File: config.mk
export PLATFORM = sky130hd
export DESIGN_NAME = hdmi_lock_supervisor
export DESIGN_NICKNAME = d
export VERILOG_FILES = /design/src/rtl/hdmi_lock_supervisor.sv
export SDC_FILE = /design/constraint.sdc
export NUM_CORES = 1
export LEC_CHECK = 0
export BUFFER_PORTS_ARGS = -buffer_cell sky130_fd_sc_hd__buf_2
export CORE_ASPECT_RATIO = 1.25
export CORE_UTILIZATION = 34
export DETAILED_ROUTE_END_ITERATION = 8
export GPL_ROUTABILITY_DRIVEN = 0
export PLACE_DENSITY = 0.65
export SYNTH_ARGS = -nofsm -noshare
export SYNTH_HDL_FRONTEND = slang
export SYNTH_SLANG_ARGS = --single-unit
File: constraint.sdc
create_clock -name i_pix_clk -period 2.3 [get_ports i_pix_clk]
set_input_delay 0.23 -clock i_pix_clk [delete_from_list [all_inputs] [get_ports i_pix_clk]]
set_output_delay 0.23 -clock i_pix_clk [all_outputs]
set_load 0.05 [all_outputs]
File: src/rtl/hdmi_lock_supervisor.sv
`timescale 1ns/1ps
// Supervises HDMI bit-synchronizer lock: resync pulse, bounded acquire with retries, loss/slip relock.
// Latency: every output is registered, one i_pix_clk edge after the sampled i_enable/i_sync_word.
// Backpressure: none; status is sampled every cycle and the block never stalls.
module hdmi_lock_supervisor #(
    parameter int RESET_CYCLES   = 16,
    parameter int STABLE_CYCLES  = 1024,
    parameter int TIMEOUT_CYCLES = 65536,
    parameter int LOSS_CYCLES    = 4,
    parameter int MAX_RETRIES    = 7
) (
    input  logic        i_pix_clk,
    input  logic        i_reset_n,
    input  logic        i_enable,
    input  logic [31:0] i_sync_word,
    output logic        o_sync_reset,
    output logic        o_locked,
    output logic        o_fail,
    output logic [15:0] o_relock_count,
    output logic [31:0] o_status
);

    localparam int RW = (RESET_CYCLES   > 0) ? $clog2(RESET_CYCLES + 1)   : 1;
    localparam int SW = (STABLE_CYCLES  > 0) ? $clog2(STABLE_CYCLES + 1)  : 1;
    localparam int TW = (TIMEOUT_CYCLES > 0) ? $clog2(TIMEOUT_CYCLES + 1) : 1;
    localparam int LW = (LOSS_CYCLES    > 0) ? $clog2(LOSS_CYCLES + 1)    : 1;
    localparam int YW = (MAX_RETRIES    > 0) ? $clog2(MAX_RETRIES + 1)    : 1;

    localparam logic [RW-1:0] RST_LAST  = RW'(RESET_CYCLES - 1);
    localparam logic [SW-1:0] STB_LAST  = SW'(STABLE_CYCLES - 1);
    localparam logic [TW-1:0] TMO_LAST  = TW'(TIMEOUT_CYCLES - 1);
    localparam logic [LW-1:0] LOSS_LAST = LW'(LOSS_CYCLES - 1);
    localparam logic [YW-1:0] RETRY_MAX = YW'(MAX_RETRIES);

    typedef enum logic [2:0] {
        IDLE    = 3'd0,
        RESYNC  = 3'd1,
        ACQUIRE = 3'd2,
        LOCKED  = 3'd3,
        FAILED  = 3'd4
    } state_t;

    state_t          state;
    logic [RW-1:0]   rst_cnt;
    logic [SW-1:0]   stable_cnt;
    logic [TW-1:0]   tmo_cnt;
    logic [LW-1:0]   loss_cnt;
    logic [YW-1:0]   retry_cnt;
    logic [3:0]      slip_r_q;
    logic [3:0]      slip_g_q;
    logic [3:0]      slip_b_q;

    logic all_lock;
    logic slip_moved;
    logic unused_word_bits;

    assign all_lock   = i_sync_word[20] & i_sync_word[12] & i_sync_word[4];
    assign slip_moved = (i_sync_word[19:16] != slip_r_q) ||
                        (i_sync_word[11:8]  != slip_g_q) ||
                        (i_sync_word[3:0]   != slip_b_q);
    assign unused_word_bits = ^{i_sync_word[31:21], i_sync_word[15:13], i_sync_word[7:5]};

    assign o_status = {state, o_fail, o_locked, 11'h0, o_relock_count};

    always_ff @(posedge i_pix_clk or negedge i_reset_n) begin
        if (!i_reset_n) begin
            state          <= IDLE;
            o_sync_reset   <= 1'b1;
            o_locked       <= 1'b0;
            o_fail         <= 1'b0;
            o_relock_count <= '0;
            rst_cnt        <= '0;
            stable_cnt     <= '0;
            tmo_cnt        <= '0;
            loss_cnt       <= '0;
            retry_cnt      <= '0;
            slip_r_q       <= '0;
            slip_g_q       <= '0;
            slip_b_q       <= '0;
        end else if (!i_enable) begin
            // Disable abandons any state; the relock history survives.
            state        <= IDLE;
            o_sync_reset <= 1'b1;
            o_locked     <= 1'b0;
            o_fail       <= 1'b0;
            rst_cnt      <= '0;
            stable_cnt   <= '0;
            tmo_cnt      <= '0;
            loss_cnt     <= '0;
            retry_cnt    <= '0;
        end else begin
            case (state)
                IDLE: begin
                    state        <= RESYNC;
                    o_sync_reset <= 1'b1;
                    rst_cnt      <= '0;
                end
                RESYNC: begin
                    if (rst_cnt == RST_LAST) begin
                        state        <= ACQUIRE;
                        o_sync_reset <= 1'b0;
                        stable_cnt   <= '0;
                        tmo_cnt      <= '0;
                    end else begin
                        rst_cnt <= rst_cnt + 1'b1;
                    end
                end
                ACQUIRE: begin
                    tmo_cnt    <= tmo_cnt + 1'b1;
                    stable_cnt <= all_lock ? stable_cnt + 1'b1 : '0;
                    // Lock completion is tested first so it wins over a coincident timeout.
                    if (all_lock && stable_cnt == STB_LAST) begin
                        state     <= LOCKED;
                        o_locked  <= 1'b1;
                        retry_cnt <= '0;
                        loss_cnt  <= '0;
                        slip_r_q  <= i_sync_word[19:16];
                        slip_g_q  <= i_sync_word[11:8];
                        slip_b_q  <= i_sync_word[3:0];
                    end else if (tmo_cnt == TMO_LAST) begin
                        if (retry_cnt < RETRY_MAX) begin
                            retry_cnt    <= retry_cnt + 1'b1;
                            state        <= RESYNC;
                            o_sync_reset <= 1'b1;
                            rst_cnt      <= '0;
                        end else begin
                            state  <= FAILED;
                            o_fail <= 1'b1;
                        end
                    end
                end
                LOCKED: begin
                    loss_cnt <= all_lock ? '0 : loss_cnt + 1'b1;
                    if ((all_lock && slip_moved) || (!all_lock && loss_cnt == LOSS_LAST)) begin
                        state        <= RESYNC;
                        o_locked     <= 1'b0;
                        o_sync_reset <= 1'b1;
                        rst_cnt      <= '0;
                        loss_cnt     <= '0;
                        if (o_relock_count != 16'hFFFF) begin
                            o_relock_count <= o_relock_count + 16'd1;
                        end
                    end
                end
                FAILED: begin
                    o_fail       <= 1'b1;
                    o_sync_reset <= 1'b0;
                end
                default: begin
                    state        <= IDLE;
                    o_sync_reset <= 1'b1;
                    o_locked     <= 1'b0;
                    o_fail       <= 1'b0;
                end
            endcase
        end
    end

endmodule

Yosys cells after proc, flatten, opt, wreduce, memory -nomap -nowiden
Index checks and enable logic that the tools add are counted.
- flip-flop bits (word level): 73
- latch bits: 0
- memory bits (writable): 0
- bits in read-only memories: 0
- input bits: 35
- output and inout bits: 51
- word-level logic and storage cells: 119
- memories: 0
- add/subtract/negate cells: 6
- multipliers: 0
- div/mod/pow operators: 0
- order comparisons: 1
- equal/unequal tests: 30
- shift operators: 0
- mux-type cells: 47
- bitwise logic cells: 2
- reductions and logical operators: 20
- operator list (kind ; number):
    two-way mux 3 bit ; 15
    two-way mux 17 bit ; 2
    one-hot mux 17 bit (2 select lines) ; 1
    two-way mux 11 bit ; 3
    two-way mux 5 bit ; 6
    inequality test 3 bit (second input constant) ; 8
    one-hot mux 11 bit (2 select lines) ; 1
    one-hot mux 5 bit (4 select lines) ; 1
    adder 17 x 1 -> 17 bit (second input constant) ; 1
    == test 17 x 16 -> 1 bit (second input constant) ; 1
    adder 16 x 1 -> 16 bit (second input constant) ; 1
    inequality test 16 bit (second input constant) ; 1
    one-hot mux 3 bit (5 select lines) ; 1
    two-way mux 1 bit ; 13
    inequality test 3 x 1 -> 1 bit (second input constant) ; 4
    inequality test 4 bit ; 3
    AND reduction 4 bit ; 3
    adder 11 x 1 -> 11 bit (second input constant) ; 1
    == test 11 x 10 -> 1 bit (second input constant) ; 1
    == test 3 x 2 -> 1 bit (second input constant) ; 3
    AND reduction 3 bit ; 3
    adder 3 x 1 -> 3 bit (second input constant) ; 2
    inequality test 2 bit (second input constant) ; 3
    one-hot mux 1 bit (3 select lines) ; 2
    19 further kinds ; 26

Depth between registers and ports, before layout
Gate-level depths: netlist (run 1).
- depth after elaboration: 8
- depth in mapped cells: 12
- depth with buffers taken out: 11

Least setup slack after synthesis (run 1)
OpenSTA, ideal clock, no wires.
- path type: flip-flop to flip-flop
- from: register state[1]
- to: register slip_b_q[0]
- setup time: 0.125 ns
- data arrival time: 2.342 ns
- data required time: 2.175 ns
- setup slack: -0.167 ns
- cell stages (with the launch flop): 10
- period minus slack after synthesis: 2.467 ns
- path through: dfrtp_1 -> buf_2 -> nand2b_4 -> buf_6 -> nor3_4 -> nand2_2 -> or3_1 -> buf_2 -> buf_6 -> mux2_4
- cells in the longest elaborated chain, start to end: 2
- RTL lines (item ; line ; text):
    from (decl) ; 43 ; state_t state;
    from (signal assigned) ; 67 ; state <= IDLE;
    from (signal assigned) ; 82 ; state <= IDLE;
    from (signal assigned) ; 94 ; state <= RESYNC;
    == test 3 x 2 -> 1 bit ; 92 ; case (state)
    AND reduction 3 bit (no line) ; n/a ;
    to (signal assigned) ; 119 ; slip_b_q <= i_sync_word[3:0];
    to (decl) ; 51 ; logic [3:0] slip_b_q;
Every way passes these cells.
A chain may end at the register's enable or synchronous reset.

Worst setup path in the final report (run 1)
- from: register rst_cnt[0]
- to: register stable_cnt[6]
- cells in the longest elaborated chain, start to end: 3
- RTL lines (item ; line ; text):
    from (decl) ; 44 ; logic [RW-1:0] rst_cnt;
    from (signal assigned) ; 105 ; rst_cnt <= rst_cnt + 1'b1;
    == test 5 x 4 -> 1 bit ; 99 ; if (rst_cnt == RST_LAST) begin
    inequality test 3 bit (no line) ; n/a ;
    AND reduction 2 bit (no line) ; n/a ;
    to (signal assigned) ; 110 ; stable_cnt <= all_lock ? stable_cnt + 1'b1 : '0;
    to (decl) ; 45 ; logic [SW-1:0] stable_cnt;
Every way passes these cells.

==> qor.yml, run 1 <==
min_period_ps: 2205
hold-worst-slack_ps: 152.6
clk_latency_ps: 330
slew_violations: 0
cellPowerDensity_nw_per_um2: 569.1
diodes: 0
cp_slowest_cell: "dfrtp_1"
nets: 510
crit_top_cell: "buf_4"
hp-start: "i_sync_word[11]"
wl_mm: 8.370
worstSetupPathType: "register to register"
power_mw: 2.747
min_period_over_period: 0.9586
crit_chain: "ha_2 > and3_1 > ha_1 > nand3b_1 > a21o_1 > buf_4 > a211oi_2 > buf_4 > nand3_1 > xor2_1 > nor2_1"
synth_cells: 399
portBuffers: 57
netlist_area_um2: 3980
synth_edf_count: 0
path_clk_slew_ps: 60
grt_pass1_vias: 2963
dieArea_um2: 12150
cts_buffer_depth: 2
synth-warning-count: 0
r2r-start: "rst_cnt[0]"
grt_first_pass_wirelength_mm: 13.86
slew_headroom: 0.6227
async_reset_ff_frac: 1.000
hold_path_class: "input port to register"
cp.arrival_ps: 2430
dieHeight_um: 123.0
drt_iter0_markers: 183
root_buffer: "clkbuf_16"
leakage_nw: 2.369
yosysSeqAreaShare: 0.4593
grt_busiest_layer: "met2"
die_w_um: 98.77
worst_pin_slew_ps: 565.9
met3_usage: 0.02092
dr.pass1.iters: 4
ant_nets: 0
drc: 0
cp.required_ps: 2520
cts.sinks: 73
cts_tree: "done"
start_kind: "register"
finalHoldViolCount: 0
globalRoute.totalOverflow: 0
syn_avg_cell_area_um2: 9.975
vias_per_cell: 5.091
grt.met1_usage: 0.1829
syn2layout_area_growth_pct: 21.25
startpoint: "rst_cnt[0]"
max_cap_violations: 0
peakVddDrop_uv: 366.2
drive_gt1_frac: 0.2972
grt_usage: 0.1441
std_cell_rows: 43
vias: 3085
cts-htree-levels: 3
met2_usage: 0.2391
synth-seq-cells: 73
fmax_mhz: 453.5
dpl.hpwl_mm: 5.923
fill_cells: 1052
yosys.cell_types.count: 49
critical_path.max_fanout: 4
setup_viol_count_final: 0
skew_ps: 7.529
grt_max_degree: 52
antenna_found_initial: 0
slowest_delay_ps: 380
status: "complete, no violations"
ios: 86
endpoint_kind: "register"
cts_made_buffers: 9
start_util: 0.3540
wire_per_inst_um: 13.81
core-area_um2: 11240
ys.flop_type: "dfrtp_1"
-- path summary, 6_finish.rpt --
path | end | slack (ps) | cells past startpoint
max reg2reg | stable_cnt[6] | 100 | 11
min reg2reg | rst_cnt[4] | 470 | 2
max in group asynchronous | o_relock_count[13] | 1220 | 3
min in group asynchronous | stable_cnt[1] | 420 | 2
max | stable_cnt[6] | 100 | 11
min | slip_g_q[3] | 150 | 2
-- what timing repair did --
item,4_1_cts,5_1_grt
hold buffers,1,0
pin swaps,0,5
gates cloned,0,1
setup endpoints to repair,1,25
setup buffers,0,6
gates resized for setup,2,26
hold endpoints to repair,21,0
-- critical path: cells and delay by family, from the launching register on --
kind	cells	cell delay, ps
simple gates	4	420
fa+ha+maj	2	380
compound gates	2	420
flops	1	380
buf+inv	2	340
xor+xnor	1	150
-- Yosys cell counts (all sizes together) (2+ instances only) --
cell type / count / share of area
o31ai: 3 / 0.0057
xnor2: 24 / 0.053
a21o: 2 / 0.0038
o41ai: 2 / 0.0044
a211oi: 3 / 0.0057
or3: 4 / 0.0063
mux2: 14 / 0.048
nor2: 33 / 0.031
a22oi: 2 / 0.0038
nand3: 19 / 0.024
nor3: 5 / 0.0091
a21oi: 4 / 0.0050
and2: 3 / 0.0047
clkbuf: 5 / 0.0047
nor4b: 2 / 0.0044
o21ai: 30 / 0.038
nand4b: 2 / 0.0044
nor2b: 2 / 0.0031
a22o: 2 / 0.0044
and4: 4 / 0.0088
nor4: 7 / 0.011
nand4: 13 / 0.020
ha: 9 / 0.028
buf: 36 / 0.068
xor2: 20 / 0.044
nand2: 34 / 0.033
dfrtp: 72 / 0.45
and3: 16 / 0.025
inv: 13 / 0.012
-- cell usage in the layout, fill, tap and decap left out, types with 4 or more instances in the layout --
master and instances:
dfrtp_1 70, and4_1 4, buf_4 26, xor2_1 20
nor2_1 31, nor4_1 4, nand3_1 18, o21ai_0 27
nand4_1 13, clkbuf_16 9, buf_2 58, xnor2_1 24
inv_1 12, nand2_1 33, nor3_1 4, conb_1 11
ha_1 6, or3_1 4, mux2_4 9, mux2_2 5
and3_1 15
-- logic make-up (layout without fill, tap and decap cells) --
logic type / Yosys count / in the layout / share of synthesized area
xor+xnor: 44 / 44 / 0.09682
flops: 73 / 73 / 0.4593
simple gates: 149 / 149 / 0.1968
compound gates: 54 / 54 / 0.08205
mux: 15 / 15 / 0.05061
fa+ha+maj: 9 / 9 / 0.02829
other cells: 1 / 11 / 0.0009422
buf+inv: 54 / 116 / 0.08519
-- sequential cells by signal, indices dropped and copies added, names as in the netlist --
signal	flops
tmo_cnt	17
o_relock_count	16
stable_cnt	11
rst_cnt	5
slip_b_q	4
slip_g_q	4
slip_r_q	4
loss_cnt	3
retry_cnt	3
state	3
o_fail	1
o_locked	1
o_sync_reset	1
-- metal layers --
layer,vias up,part of all wire
li1,1488,-
met1,1518,0.46
met2,65,0.49
met3,14,0.029
met4,0,0.023
met5,-,0
-- metrics by stage --
step           cells    util  instance area (µm²)  setup slack [ps]  setup TNS, ps
3_5_place_dp     582  0.3879                 4362            -26.49         -26.49
5_1_grt          606  0.4292                 4826            -67.01         -144.8
4_1_cts          599  0.4143                 4658             9.982              0
6_report         606  0.4292                 4826             95.10              0
3_3_place_gp     582  0.3879                 4362             49.17              0
2_1_floorplan    409       -                 4020            -29.84         -268.6
-- power breakdown --
group | leakage, nW | internal (mW) | total, mW | switching (mW)
sequential | 1.01 | 1.29 | 1.30 | 0.00785
clock | 0.133 | 0.733 | 1.27 | 0.542
combinational | 1.23 | 0.0481 | 0.171 | 0.123
total | 2.37 | 2.07 | 2.75 | 0.672
-- final cells by class --
type	count	area, µm²	area share
well taps	135	168.9	0.03500
clock buffers	10	229.0	0.04745
repair buffers	87	526.8	0.1092
flip-flops and latches	73	1831	0.3793
inverters	13	48.80	0.01011
multi-input cells	282	1978	0.4099
clock inverters	6	43.79	0.009074
Power figures use the tool's default switching activity.
==> run 2, diff against run 1 <==
- PLACE_DENSITY: 0.65 -> 0.63
- clock period: 2.3 -> 2.7 ns (I/O delays scaled with it)
==> run 2 against run 1 <==
  * Sequential share of layout area increased by 2.3 points
  * Highest routed layer unchanged
  * Clock skew increased by 0.72 ps
  * Routed wire length decreased by 4.7%
  * Register-to-register slack improved by 140 ps
  * Worst hold slack improved by 32 ps
  * Sequential cell count unchanged
  * Combinational power decreased by 22%
  * First-iteration DRC count decreased by 12%
  * Clock-buffer cell count increased by 1
  * Setup slack improved by 140 ps
==> qor.yml, run 2 (synthesized netlist as in run 1, its figures left out) <==
status: "complete, no violations"
multi_input_area_um2: 1873  # -5.3%
die_w_um: 98.77  # unchanged
drive_gt1_frac: 0.2210  # -0.07626
final_cell_area_um2: 4546  # -5.8%
utilization: 0.4043  # -0.02492
cp.arrival_ps: 2660  # +230 ps
dieHeight_um: 123.0  # unchanged
core-area_um2: 11240  # unchanged
grt_pass1_vias: 2767  # -6.6%
worstSetupPathType: "register to register"
cts_made_buffers: 9  # unchanged
diodes: 0  # unchanged
start_util: 0.3540  # unchanged
wl_met3_um: 239  # -2.8%
peakVddDrop_uv: 300.2  # -18%
dieArea_um2: 12150  # unchanged
r2r-start: "rst_cnt[0]"
pre_cts_ws_ps: 81.83  # +108.3 ps
max_cap_violations: 0  # unchanged
finalHoldViolCount: 0  # unchanged
wl_met2_mm: 3.885  # -5.3%
cts_buffer_depth: 2  # unchanged
dpl.hpwl_mm: 5.567  # -6.0%
cellPowerDensity_nw_per_um2: 514.2  # -9.7%
hold_path_class: "input port to register"
cp.required_ps: 2890  # +370 ps
syn2layout_area_growth_pct: 14.21
seq_area_um2: 1828  # -0.14%
final_common_cell: "dfrtp_1"
grt_usage: 0.1411  # -0.002957
setup_viol_count_final: 0  # unchanged
cts.sinks: 73  # unchanged
cts_tree: "done"
vias: 2925  # -5.2%
min_period_ps: 2468  # +263.1 ps
min_period_over_period: 0.9141  # -0.04457
dr.pass1.iters: 4  # unchanged
std_cell_rows: 43  # unchanged
fill_cells: 1101  # +4.7%
wire_per_inst_um: 13.69  # -0.90%
antenna_found_initial: 0  # unchanged
fin_cells: 583  # -3.8%
placed_cells: 566  # -2.7%
holdPathStages: 2  # unchanged
leakage_nw: 2.227  # -6.0%
globalRoute.totalOverflow: 0  # unchanged
power_mw: 2.337  # -15%
drc: 0  # unchanged
skew_ps: 8.246  # +0.7165 ps
endpoint_kind: "register"
grt_max_degree: 46  # -12%
final_cell_mix: "dfrtp_1 (72), buf_2 (57), nor2_1 (33), nand2_1 (33), o21ai_0 (30)"
drt_iter0_markers: 161  # -12%
tns_ps: 0  # unchanged
largest_register: "tmo_cnt"
hp-start: "i_sync_word[3]"
critical_path.max_fanout: 16  # +12
fin_ws_ps: 232.0  # +136.9 ps
portBuffers: 57  # unchanged
vias_per_cell: 5.017  # -1.4%
routed.top_layer: "met4"
whs_endpoint: "slip_b_q[3]"
ant_nets: 0  # unchanged
fmax_mhz: 405.2  # -11%
slew_violations: 0  # unchanged
nets: 487  # -4.5%
root_buffer: "clkbuf_16"
clk_latency_ps: 340  # about the same
reg2regPathDepth: 8  # -3
rsz0062_at_grt: "no"
wl_mm: 7.980  # -4.7%
largest_reg_flops: 17  # unchanged
ios: 86  # unchanged
worst_pin_slew_ps: 697.4  # +131.5 ps
ff2ff_setup_slack_ps: 230  # +140 ps
wl_met1_mm: 3.724  # -2.7%
slew_headroom: 0.5351  # -0.08766
grt_first_pass_wirelength_mm: 13.27  # -4.3%
path_clk_slew_ps: 60  # about the same
post_cts_buffers: 0  # unchanged
cts-htree-levels: 3  # unchanged
hold-worst-slack_ps: 185.1  # +32.47 ps
reg.largest.list: "tmo_cnt (17), o_relock_count (16), stable_cnt (11)"
r2r_end: "tmo_cnt[6]"
start_kind: "register"
dpl_cell_area_um2: 4239  # -2.8%
[run 2: how the worst max path moves through the flow]
| stage | startpoint | to | slack, ps | depth (start not counted) |
|---|---|---|---|---|
| after floorplan | state[1] | slip_b_q[0] | 230 | 9 |
| after global placement | tmo_cnt[0] | o_fail | 210 | 10 |
| after detailed placement | tmo_cnt[0] | o_fail | 80 | 10 |
| after CTS | tmo_cnt[0] | o_fail | 50 | 10 |
| after global routing | tmo_cnt[0] | o_fail | 10 | 10 |
| final | rst_cnt[0] | tmo_cnt[6] | 230 | 8 |
[run 2: final cells by class]
cell class                      count  share of cell area
Sequential cell                    73              0.4021
Inverter                           13             0.01073
Tap cell                          135             0.03716
Clock inverter                      5            0.006881
Multi-Input combinational cell    282              0.4121
Clock buffer                       11             0.05340
Timing Repair Buffer               64             0.07762
[run 2: power breakdown]
part           switching (mW)  internal (mW)  total [mW]  leakage (nW)
Clock                   0.452          0.643        1.10         0.135
Sequential            0.00688           1.10        1.11          1.01
Combinational           0.100         0.0333       0.134          1.08
Total                   0.559           1.78        2.34          2.23
[run 2: routing by layer]
metal / vias to the layer above / track usage
met5: - / 0
met2: 48 / 0.2242
met3: 11 / 0.03561
met1: 1427 / 0.1827
li1: 1439 / -
met4: 0 / 0.06157
[run 2: critical path, stage by stage (launching register included)]
cell,delay (ps)
dfrtp_1,390
ha_1,190
and3_1,160
ha_1,170
nand3b_1,110
a21o_1,250
and2_1,360
nor2_1,570
nor2_1,120
[run 2: timing repair]
action                     4_1_cts  5_1_grt
resized for setup                0        3
hold buffers                     1        0
setup endpoints to repair        0        2
hold endpoints to repair        28        0
